[config.mk]
export PLATFORM = sky130hd
export DESIGN_NAME = stopwatch_ctrl
export DESIGN_NICKNAME = d
export VERILOG_FILES = /design/src/rtl/stopwatch_ctrl.sv
export SDC_FILE = /design/constraint.sdc
export NUM_CORES = 1
export LEC_CHECK = 0
export BUFFER_PORTS_ARGS = -buffer_cell sky130_fd_sc_hd__buf_4
export CORE_MARGIN = 4
export CORE_UTILIZATION = 45
export DETAILED_ROUTE_END_ITERATION = 10
export PLACE_DENSITY = 0.72
export SLEW_MARGIN = 20
export SYNTH_ARGS = -nofsm -noshare
export SYNTH_HDL_FRONTEND = slang
export SYNTH_SLANG_ARGS = --single-unit
[constraint.sdc]
create_clock -name clk -period 3.4 [get_ports clk]
set_clock_uncertainty 0.1 [all_clocks]
set_input_delay 0.17 -clock clk [delete_from_list [all_inputs] [get_ports clk]]
set_output_delay 0.17 -clock clk [all_outputs]
set_load 0.005 [all_outputs]
[src/rtl/stopwatch_ctrl.sv]
// stopwatch_ctrl: debounces panel buttons, runs the run/pause/lap/clear FSM and muxes live or lap digits to the display
module stopwatch_ctrl #(
  parameter int DB_CYCLES = 4,
  parameter int DB_W      = 25
) (
  input  logic       clk,
  input  logic       rst,
  input  logic       btn_ss,
  input  logic       btn_lap,
  input  logic       btn_clr,
  input  logic [3:0] d3_in,
  input  logic [3:0] d2_in,
  input  logic [3:0] d1_in,
  input  logic [3:0] d0_in,
  output logic       go,
  output logic       clr,
  output logic [3:0] d3,
  output logic [3:0] d2,
  output logic [3:0] d1,
  output logic [3:0] d0,
  output logic [1:0] state_o
);
  typedef enum logic [1:0] {IDLE = 2'd0, RUN = 2'd1, LAP = 2'd2, PAUSE = 2'd3} state_t;
  state_t state, nxt;
  logic [2:0] raw, s1, s2, db, db_d, ev;
  logic [DB_W-1:0] cnt [3];
  logic [15:0] lap_q;
  logic do_clr, cap;
  assign raw = {btn_clr, btn_lap, btn_ss};
  // bit 0 = start/stop, bit 1 = lap, bit 2 = clear
  always_ff @(posedge clk or posedge rst) begin
    if (rst) begin
      s1   <= '0;
      s2   <= '0;
      db   <= '0;
      db_d <= '0;
      ev   <= '0;
      for (int i = 0; i < 3; i++) cnt[i] <= '0;
    end else begin
      s1   <= raw;
      s2   <= s1;
      db_d <= db;
      ev   <= db & ~db_d;
      for (int i = 0; i < 3; i++)
        if (s2[i] == db[i]) cnt[i] <= '0;
        else if (cnt[i] == DB_W'(DB_CYCLES - 1)) begin
          db[i]  <= ~db[i];
          cnt[i] <= '0;
        end else cnt[i] <= cnt[i] + 1'b1;
    end
  end
  always_ff @(posedge clk or posedge rst) begin
    if (rst) begin
      state <= IDLE;
      clr   <= 1'b0;
      lap_q <= '0;
    end else begin
      state <= nxt;
      clr   <= do_clr;
      if (cap) lap_q <= {d3_in, d2_in, d1_in, d0_in};
    end
  end
  // priority clr > ss > lap; a clr that does not apply in this state falls through
  always_comb begin
    nxt    = state;
    do_clr = 1'b0;
    cap    = 1'b0;
    case (state)
      IDLE:  if (ev[2]) do_clr = 1'b1; else if (ev[0]) nxt = RUN;
      RUN:   if (ev[0]) nxt = PAUSE; else if (ev[1]) begin nxt = LAP; cap = 1'b1; end
      LAP:   if (ev[0]) nxt = PAUSE; else if (ev[1]) nxt = RUN;
      PAUSE: if (ev[2]) begin do_clr = 1'b1; nxt = IDLE; end else if (ev[0]) nxt = RUN;
      default: nxt = IDLE;
    endcase
  end
  always_comb begin
    go               = (state == RUN) || (state == LAP);
    state_o          = state;
    {d3, d2, d1, d0} = (state == LAP) ? lap_q : {d3_in, d2_in, d1_in, d0_in};
  end
endmodule

* Yosys cells after proc, flatten, opt, wreduce, memory -nomap -nowiden
Cells that the tools add are included.
Word-level totals: register bits after elaboration 109, input port bits 21, output and inout bits 20, logic and storage cells 63
Cells by class: add/subtract/negate cells 3, eq/ne operators 12, multiplexer cells 20, bitwise gates (word level) 8, reduce and logical (&&, ||, !) cells 7
Operator list (number):
- 2-to-1 mux 25 bit | 6
- adder 25 x 1 -> 25 bit, second input constant | 3
- equality test 25 x 2 -> 1 bit, second input constant | 3
- 2-to-1 mux 16 bit | 1
- 2-to-1 mux 2 bit | 7
- one-hot mux 2 bit (4 select lines) | 1
- != test 3 bit, second input constant | 2
- inverter 1 bit | 6
- AND reduction 2 bit | 3
- 2-to-1 mux 1 bit | 5
- equality test 2 bit, second input constant | 2
- AND 3 bit | 1
- equality test 1 bit | 3
- inverter 3 bit | 1
- AND reduction 3 bit | 1
- equality test 2 x 1 -> 1 bit, second input constant | 1
- logical NOT 2 bit | 1
- != test 2 bit, second input constant | 1
- OR reduction 2 bit | 1
- logical OR 1 bit | 1

* Depth between registers and ports, before layout
Gate-level depths: netlist of the first run.
depth in word-level cells 3, gate-level depth with buffers 6, gate-level depth less buffers 6

* Worst setup path before layout of the first run
OpenSTA, ideal clock, no wires.
path type register -> register, start register cnt[0] (netlist bit), end register cnt[24] (netlist bit), library setup time 0.078 ns, data arrival time 1.954 ns, data required time 3.222 ns, setup slack 1.268 ns, cell stages (with the launch flop) 7, period minus slack after synthesis 2.132 ns, cell sequence dfrtp_1 ha_1 and3_1 or4b_1 clkbuf_1 or4_1 a21oi_1
On the way: word-level cells in the longest chain between the ends 3
RTL lines:
- start: declaration | line 26 | logic [DB_W-1:0] cnt [3];
- start signal: indexed assignment | line 49 | end else cnt[i] <= cnt[i] + 1'b1;
- adder 25 x 1 -> 25 bit / equality test 25 x 2 -> 1 bit (equally long branches) | line 49, 46
- 2-to-1 mux 25 bit * | line 46 | else if (cnt[i] == DB_W'(DB_CYCLES - 1)) begin
- 2-to-1 mux 25 bit * | line 45 | if (s2[i] == db[i]) cnt[i] <= '0;
Mark *: on every way between the ends. The rest lies on a longest branch, timed or not. A chain may end at the register's enable or synchronous reset.

* Final worst setup path of the first run
start register state[0] (netlist: state_o[0]), end output port d1[3]
On the way: word-level cells in the longest chain between the ends 2
RTL lines:
- start: declaration | line 24 | state_t state, nxt;
- start signal: assignment | line 58 | state <= nxt;
- equality test 2 bit | line 79 | {d3, d2, d1, d0} = (state == LAP) ? lap_q : {d3_in, d2_in, d1_in, d0_in};
- 2-to-1 mux 16 bit | line 79
- end: declaration | line 19 | output logic [3:0] d1,
Every way passes these cells.

==> impl_metrics.py, run 1 <==
metrics = {
    "yosys": {
        "synth_area_per_cell_sq_um": 10.2,
        "synth.distinct_cells": 42,
        "yosysWarnings": 0,
        "ys.flop_type": "dfrtp_1",
        "ys_seq_elements": 109,
        "synth_seq_area_share_pct": 50.8,
        "async_flop_share_pct": 100,
        "synthCells": 529,
        "syn_nets": 557,
        "synth_edf_count": 0,
        "netlist_area_sq_um": 5370,
    },
    "finish": {
        "fin_nets": 612,
        "area_growth_pct": 17.3,
        "fin_area_sq_um": 6300,
        "stdcell_count": 732,
        "fill_cells": 1011,
        "seqCellArea_sq_um": 2730,
        "multi_input_area_sq_um": 2490,
        "layout-drive-gt1-share_pct": 17.5,
        "antenna_cells": 0,
    },
    "setup_path": {
        "rrSetupSlack_ns": 1.04,
        "endpoint_kind": "primary output",
        "crit_type": "register to primary output",
        "worstPathRequired_ns": 3.13,
        "path_max_fanout": 20,
        "cp-start-kind": "register",
        "arrival_ns": 2.20,
    },
    "floorplanning": {
        "rows": 39,
        "die_area_sq_um": 13800,
        "die_h_microns": 117,
        "pin_count": 41,
        "die_x_microns": 117,
        "start_util_pct": 46.5,
        "core-area_sq_um": 11600,
    },
    "power": {
        "peakVddDrop_v": 0.000343,
        "power.density_nw_per_um2": 542,
        "static-leakage-power_nw": 2.56,
    },
    "clock_tree": {
        "clk_latency_ns": 0.35,
        "cts_sinks": 109,
        "clockRootBuffer": "clkbuf_16",
        "clock_path_buffers": 2,
        "cts_tree": "yes",
        "h-tree-depth": 3,
        "cts_buffers": 9,
        "clkTransAtPathRegs_ns": 0.07,
    },
    "placement": {
        "dp_cells": 696,
        "pre_cts_ws_ns": 1.07,
        "dp_hpwl_mm": 7.41,
        "port-buffer-count": 40,
        "dpl_cell_area_sq_um": 5810,
        "place_congestion": 0.852,
    },
    "detailed_routing": {
        "dr.pass1.iters": 5,
        "drc": 0,
        "routed_via_density": 5.67,
        "wl_mm": 11.1,
        "detail-route-antenna-nets": 0,
        "wl_per_cell_microns": 15.1,
        "routed-via-count": 4147,
        "drt_iter0_markers": 288,
    },
    "sta": {
        "max_freq_mhz": 405,
        "hold_violations": 0,
        "fin_hold_ws_ns": 0.256,
        "fin_crit_sh_pct": 72.5,
        "fin_tns_setup_ns": 0,
        "rsz0062_at_grt": "false",
        "tightest_slew_ns": 0.882,
        "period_minus_slack_ns": 2.47,
        "setup_viol": 0,
        "setup_slack_ns": 0.933,
        "maxSlewHeadroom_pct": 41.2,
        "finalMaxSlewViolations": 0,
    },
    "job": {
        "cap_violations": 0,
    },
    "global_routing": {
        "grt.total_usage_pct": 17.5,
        "grt_pass1_vias": 4102,
        "grt_pass1_wl_mm": 19.3,
        "grt_max_degree": 80,
        "grt_overflow": 0,
        "antenna_found_initial": 0,
    },
    "worst_hold_path": {
        "hp-class": "register to register",
    },
    "status": {
        "status": "finished clean",
    },
}
## cells in the final DEF, fill, tap and decap left out, types with 2 or more instances in the layout
master | synthesis | layout
dfrtp_1 | 109 | 109
nor2_1 | 58 | 58
buf_4 | 3 | 43
mux2_2 | 35 | 35
nand3_1 | 31 | 31
a21oi_1 | 28 | 28
nand2_1 | 27 | 27
xnor2_1 | 27 | 27
nor4_1 | 25 | 25
o21ai_0 | 23 | 23
nand4_1 | 23 | 23
dlygate4sd3_1 | 0 | 20
or3_1 | 18 | 18
xor2_1 | 18 | 18
inv_1 | 18 | 17
or4_1 | 9 | 9
clkbuf_16 | 0 | 9
nor3_1 | 8 | 8
ha_1 | 7 | 7
nor2b_1 | 6 | 6
o31ai_1 | 6 | 6
and4_1 | 5 | 5
and3_1 | 4 | 4
nor4b_1 | 3 | 3
clkinvlp_4 | 0 | 3
o21ai_1 | 2 | 2
and3_2 | 2 | 2
or3_2 | 2 | 2
nand4bb_1 | 2 | 2
clkbuf_1 | 14 | 2
## critical path: stages (launching register included)
cell and delay, ns:
dfrtp_1 0.44, inv_1 0.10, ha_1 0.74, mux2_2 0.42, buf_4 0.14
## metrics by stage
stage	util [%]	total power [mW]
after global routing	54.5	3.62
after detailed placement	50.2	2.39
after CTS	54.5	3.45
after floorplan	-	2.15
after global placement	50.2	2.34
final	54.5	3.42
## area by class of cell
cell class,count,share of cell area [%]
Sequential cell,109,43.3
Multi-Input combinational cell,382,39.5
Timing Repair Buffer,64,8.61
Clock buffer,11,3.69
Tap cell,143,2.84
Inverter,18,1.11
Clock inverter,5,0.973
## cells in the mapped netlist (9+ instances only)
| cell type | n | share of area (%) |
|---|---|---|
| nand3_1 | 31 | 2.9 |
| nor2_1 | 58 | 4.1 |
| nand4_1 | 23 | 2.7 |
| inv_1 | 18 | 1.3 |
| clkbuf_1 | 14 | 0.98 |
| or3_1 | 18 | 2.1 |
| o21ai_0 | 23 | 2.1 |
| dfrtp_1 | 109 | 51 |
| nand2_1 | 27 | 1.9 |
| xnor2_1 | 27 | 4.4 |
| mux2_2 | 35 | 7.3 |
| or4_1 | 9 | 1.3 |
| nor4_1 | 25 | 2.9 |
| xor2_1 | 18 | 2.9 |
| a21oi_1 | 28 | 2.6 |
## power breakdown
part / switching (mW) / internal (mW)
logic: 0.384 / 0.345
clock network: 0.465 / 0.573
registers: 0.151 / 1.50
## layer usage
metal	GRT usage [%]	vias to the layer above	wire, microns
li1	-	2005	-
met1	23.0	2047	5020
met2	28.6	82	5470
met3	4.94	13	440
met4	4.51	0	137
met5	0	-	0
## path summary, 6_finish.rpt
path,end,depth (start not counted),startpoint
setup / recovery,d1[3],4,state_o[0]
hold / removal,s2[1],0,s1[1]
setup reg to reg,cnt[54],6,cnt[50]
hold reg to reg,s2[1],0,s1[1]
max in group asynchronous,cnt[64],4,rst
min in group asynchronous,lap_q[11],3,rst
## registers in the layout, summed over array words and instances (netlist names)
register  count
cnt          75
lap_q        16
db            3
db_d          3
ev            3
s1            3
s2            3
state_o       2
clr           1
## kinds of logic (layout without fill, tap and decap cells)
group | count (synthesis) | after routing | share of synthesized area [%]
mux | 36 | 36 | 7.52
flops | 109 | 109 | 50.8
compound gates | 66 | 66 | 6.87
xor+xnor | 45 | 45 | 7.33
buf+inv | 38 | 98 | 2.91
fa+ha+maj | 7 | 7 | 1.63
simple gates | 228 | 228 | 23.0
## what timing repair did
action	in CTS	in global routing
buffers inserted	0	0
gates resized for setup	0	0
hold buffers	20	0
hold endpoints to repair	49	0
setup endpoints to repair	0	0
Note: power is estimated with default switching activity, not from simulation.
==> inputs of run 2 (changes only) <==
--- a/config.mk
+++ b/config.mk
@@ -9,7 +9,7 @@
 export CORE_MARGIN = 4
 export CORE_UTILIZATION = 45
 export DETAILED_ROUTE_END_ITERATION = 10
-export PLACE_DENSITY = 0.72
+export PLACE_DENSITY = 0.74
 export SLEW_MARGIN = 20
 export SYNTH_ARGS = -nofsm -noshare
 export SYNTH_HDL_FRONTEND = slang
==> constraint.sdc (replaced) <==
create_clock -name clk -period 2.1 [get_ports clk]
set_clock_uncertainty 0.1 [all_clocks]
set_input_delay 0.105 -clock clk [delete_from_list [all_inputs] [get_ports clk]]
set_output_delay 0.105 -clock clk [all_outputs]
set_load 0.005 [all_outputs]
==> impl_metrics.py, run 2 (same netlist as run 1, synthesis figures left out) <==
metrics = {
    "sta": {
        "fin_crit_sh_pct": 98.5,
        "tightest_slew_ns": 0.654,
        "period_minus_slack_ns": 2.07,
        "setup_slack_ns": 0.0310,
        "fin_hold_ws_ns": 0.260,
        "hold_violations": 0,
        "setup_viol": 0,
        "maxSlewHeadroom_pct": 56.0,
        "finalMaxSlewViolations": 0,
        "max_freq_mhz": 483,
    },
    "detailed_routing": {
        "dr.pass1.iters": 4,
        "drt_iter0_markers": 237,
        "detail-route-antenna-nets": 0,
        "routed_via_density": 5.66,
        "drc": 0,
        "wl_mm": 11.3,
        "routed-via-count": 4331,
        "wl_per_cell_microns": 14.7,
    },
    "global_routing": {
        "grt_pass1_wl_mm": 18.9,
        "grt_pass1_vias": 4300,
        "antenna_found_initial": 0,
        "grt_overflow": 0,
        "grt.total_usage_pct": 17.0,
        "grt_max_degree": 110,
    },
    "finish": {
        "largest_reg_flops": 75,
        "final_cell_mix": "106 x dfrtp_1, 76 x buf_4, 58 x nor2_1",
        "antenna_cells": 0,
        "layout-drive-gt1-share_pct": 24.4,
        "area_growth_pct": 23.2,
        "reg_top3": "cnt x75, lap_q x16",
        "final_common_cell": "dfrtp_1",
        "fin_nets": 646,
        "fill_cells": 927,
        "regMostFlops": "cnt",
    },
    "setup_path": {
        "endpoint_kind": "register",
        "cp.depth": 6,
        "crit_type": "register to register",
        "cp-start-kind": "register",
        "worstPathCellList": "ha_4 -> and3_4 -> or4b_4 -> buf_4 -> or3_1 -> a21oi_2",
        "max_stage_delay_ns": 0.46,
        "crit_family": "simple AND/OR/NAND/NOR gates",
        "arrival_ns": 2.25,
        "rrSetupSlack_ns": 0.03,
        "worstRegToRegCells": 6,
        "endpoint": "cnt[16]",
        "path_max_fanout": 7,
        "cp.buffers_inverters": 1,
        "worstPathRequired_ns": 2.28,
        "crit_path_start": "cnt[1]",
        "slowest_stage": "or4b_4",
        "r2r_end": "cnt[16]",
        "r2r_start": "cnt[1]",
    },
    "power": {
        "p_comb_share_pct": 23.3,
        "static-leakage-power_nw": 2.72,
        "p_sw_mw": 1.68,
        "internal_power_mw": 3.91,
        "clkPwrFrac_pct": 29.1,
        "peakVddDrop_v": 0.000391,
        "power.density_nw_per_um2": 844,
        "seq_power_share_pct": 47.6,
        "switching_share_pct": 30.1,
    },
    "status": {
        "status": "finished clean",
    },
    "floorplanning": {
        "die_h_microns": 117,
        "die_x_microns": 117,
        "core-area_sq_um": 11600,
        "start_util_pct": 46.5,
        "rows": 39,
        "pin_count": 41,
        "die_area_sq_um": 13800,
    },
    "placement": {
        "place_congestion": 0.949,
        "port-buffer-count": 40,
        "dp_hpwl_mm": 7.64,
        "pre_cts_ws_ns": 0.0513,
    },
    "clock_tree": {
        "cts_tree": "yes",
        "cts_sinks": 109,
        "clkTransAtPathRegs_ns": 0.07,
        "cts_buffers": 9,
        "clock_path_buffers": 2,
        "clockRootBuffer": "clkbuf_16",
        "clk_latency_ns": 0.35,
        "h-tree-depth": 3,
    },
    "job": {
        "cap_violations": 0,
    },
    "worst_hold_path": {
        "hp-class": "register to register",
    },
}
run 2: changes by cell type in the layout (fill, tap and decap cells not counted), sizes merged:
cell    previous run  this run
buf               44        78
inv               18        19
clkbuf            11        10
bufinv             1         0
run 2: per-stage QoR:
stage	instance area [sq um]	util [%]	power [mW]	std cells	TNS, ns
2_1_floorplan	5390	-	3.49	529	0
3_3_place_gp	6070	52.5	3.87	729	0
3_5_place_dp	6070	52.5	3.95	729	0
4_1_cts	6560	56.7	5.61	764	0
5_1_grt	6620	57.2	5.93	765	-0.0107
6_report	6620	57.2	5.59	765	0
run 2: final cells by class:
class	instances	area, sq um	area share [%]
multi-input combinational	382	2550	38.5
clock buffer	10	239	3.61
timing repair buffer	98	806	12.2
inverter	18	71.3	1.08
clock inverter	5	43.8	0.662
sequential	109	2730	41.3
tap	143	179	2.70
run 2: worst min path at each step:
stage / from / endpoint / slack, ns / depth (start not counted)
after CTS: s1[0] / s2[0] / 0.26 / 0
after detailed placement: btn_clr / s1[2] / 0.12 / 1
after global routing: s1[0] / s2[0] / 0.28 / 0
after floorplan: btn_ss / s1[0] / 0.04 / 0
final: s1[0] / s2[0] / 0.26 / 0
after global placement: btn_clr / s1[2] / 0.12 / 1
run 2: power by group through the flow:
stage	clock, mW	sequential [mW]	combinational [mW]
floorplan	0	2.62	0.869
global placement	0	2.67	1.20
detailed placement	0	2.70	1.25
CTS	1.66	2.66	1.29
global route	1.76	2.71	1.45
finish	1.62	2.66	1.30
run 2: repair_timing:
item                                   4_1_cts  5_1_grt
pin swaps                                    0        4
setup endpoints to repair                   16       25
endpoints found under the hold margin      128        0
resized for setup                            1       15
hold buffers                                20        0
buffers inserted                             0        1
run 2: routing by layer:
layer  GRT usage, %  vias to the layer above  wire, microns
met5              0                        -              0
met4           6.27                        0            199
met3           3.44                       17            426
met2           30.3                       91           5720
met1           20.1                     2146           4910
li1               -                     2077              -
==> inputs of run 3 (changes only) <==
--- a/config.mk
+++ b/config.mk
@@ -6,8 +6,9 @@
 export NUM_CORES = 1
 export LEC_CHECK = 0
 export BUFFER_PORTS_ARGS = -buffer_cell sky130_fd_sc_hd__buf_4
-export CORE_MARGIN = 4
+export CORE_MARGIN = 1
 export CORE_UTILIZATION = 45
+export CTS_CLUSTER_SIZE = 25
 export DETAILED_ROUTE_END_ITERATION = 10
 export PLACE_DENSITY = 0.74
 export SLEW_MARGIN = 20
==> impl_metrics.py, run 3 (same netlist as run 1, synthesis figures left out) <==
metrics = {
    "sta": {
        "fin_tns_setup_ns": 0,
        "max_freq_mhz": 492,
        "period_minus_slack_ns": 2.03,
        "tightest_slew_ns": 0.576,
        "fin_hold_ws_ns": 0.211,
        "maxSlewHeadroom_pct": 61.3,
        "setup_viol": 0,
        "hold_violations": 0,
        "rsz0062_at_grt": "false",
        "fin_crit_sh_pct": 96.8,
        "finalMaxSlewViolations": 0,
        "setup_slack_ns": 0.0666,
    },
    "placement": {
        "place_congestion": 0.880,
        "dp_hpwl_mm": 7.83,
        "pre_cts_ws_ns": 0.0281,
        "dp_cells": 728,
        "dpl_cell_area_sq_um": 6090,
        "port-buffer-count": 40,
    },
    "setup_path": {
        "worstRegToRegCells": 5,
        "r2r_start": "cnt[0]",
        "endpoint_kind": "register",
        "cp-start-kind": "register",
        "rrSetupSlack_ns": 0.07,
        "r2r_end": "cnt[24]",
        "arrival_ns": 2.21,
        "crit_type": "register to register",
        "worstPathRequired_ns": 2.27,
        "path_max_fanout": 6,
    },
    "floorplanning": {
        "die_h_microns": 111,
        "start_util_pct": 46.7,
        "die_x_microns": 111,
        "core-area_sq_um": 11500,
        "die_area_sq_um": 12400,
        "rows": 39,
        "pin_count": 41,
    },
    "clock_tree": {
        "cts_sinks": 109,
        "clock_path_buffers": 2,
        "clockRootBuffer": "clkbuf_16",
        "clkTransAtPathRegs_ns": 0.07,
        "cts_buffers": 9,
        "h-tree-depth": 3,
        "clk_latency_ns": 0.35,
        "cts_tree": "yes",
    },
    "status": {
        "violations": "DRC",
        "status": "finished, violations left",
    },
    "detailed_routing": {
        "routed_via_density": 5.61,
        "detail-route-antenna-nets": 0,
        "drt_iter0_markers": 194,
        "wl_per_cell_microns": 15.1,
        "routed-via-count": 4289,
        "dr.pass1.iters": 8,
        "wl_mm": 11.6,
        "drc": 6,
    },
    "finish": {
        "regMostFlops": "cnt",
        "final_common_cell": "dfrtp_1",
        "area_growth_pct": 23.7,
        "layout-drive-gt1-share_pct": 24.6,
        "antenna_cells": 0,
        "largest_reg_flops": 75,
        "fin_nets": 645,
        "fin_area_sq_um": 6650,
        "final_cell_mix": "103 x dfrtp_1, 72 x buf_4, 58 x nor2_1",
        "stdcell_count": 765,
        "reg_top3": "cnt x75, lap_q x16",
    },
    "global_routing": {
        "grt_max_degree": 61,
        "grt_pass1_wl_mm": 20.2,
        "antenna_found_initial": 0,
        "grt_pass1_vias": 4415,
        "grt.total_usage_pct": 20.1,
        "grt_overflow": 0,
    },
    "job": {
        "cap_violations": 0,
    },
    "worst_hold_path": {
        "hp-class": "input port to asynchronous set/reset pin",
    },
    "power": {
        "power.density_nw_per_um2": 859,
        "static-leakage-power_nw": 2.73,
        "peakVddDrop_v": 0.000427,
    },
}
## run 3: per-stage QoR
stage	power, mW	utilization (%)
after global routing	6.04	57.7
after floorplan	3.49	-
after detailed placement	4.00	52.9
after global placement	3.91	52.9
after CTS	5.73	57.2
final	5.71	57.7
## run 3: routing by layer
layer / global-route usage, % / vias to the layer above / routed length, microns / part of all wire (%)
li1: - / 2076 / - / -
met1: 25.1 / 2115 / 5110 / 44
met2: 34.0 / 82 / 5910 / 51
met3: 4.54 / 16 / 385 / 3.3
met4: 7.84 / 0 / 179 / 1.5
met5: 0 / - / 0 / 0
## run 3: worst max-delay path, stage by stage (launching register included)
cell and delay (ns):
dfrtp_2 0.41, ha_4 0.18, and3_4 0.19, or4b_4 0.47, or4_1 0.48, a21oi_1 0.14
## run 3: cell type report
class | instances | area, sq um
Sequential cell | 109 | 2740
Clock buffer | 12 | 246
Tap cell | 143 | 179
Fill cell | 952 | 4870
Clock inverter | 4 | 47.5
Inverter | 18 | 71.3
Multi-Input combinational cell | 382 | 2540
Timing Repair Buffer | 97 | 823
## run 3: worst max path at each step
stage / cells after the start / to / start / slack [ns]
2_1_floorplan: 6 / cnt[24] / cnt[0] / 0.03
3_3_place_gp: 5 / cnt[24] / cnt[0] / 0.1
3_5_place_dp: 6 / cnt[18] / cnt[0] / 0.03
4_1_cts: 6 / cnt[18] / cnt[0] / 0.03
5_1_grt: 4 / cnt[23] / cnt[2] / 0.0009
6_report: 5 / cnt[24] / cnt[0] / 0.07
## run 3: what timing repair did
item,in CTS,in global routing
setup endpoints to repair,0,56
hold buffers,20,0
gates resized for setup,0,18
hold endpoints to repair,68,0
buffers inserted,0,1
## run 3: where the power goes
group          internal, mW  leakage [nW]  switching (mW)  total, mW
clock                 0.955         0.143           0.737       1.69
combinational         0.659          1.15           0.683       1.34
sequential             2.43          1.44           0.242       2.67
total                  4.05          2.73            1.66       5.71
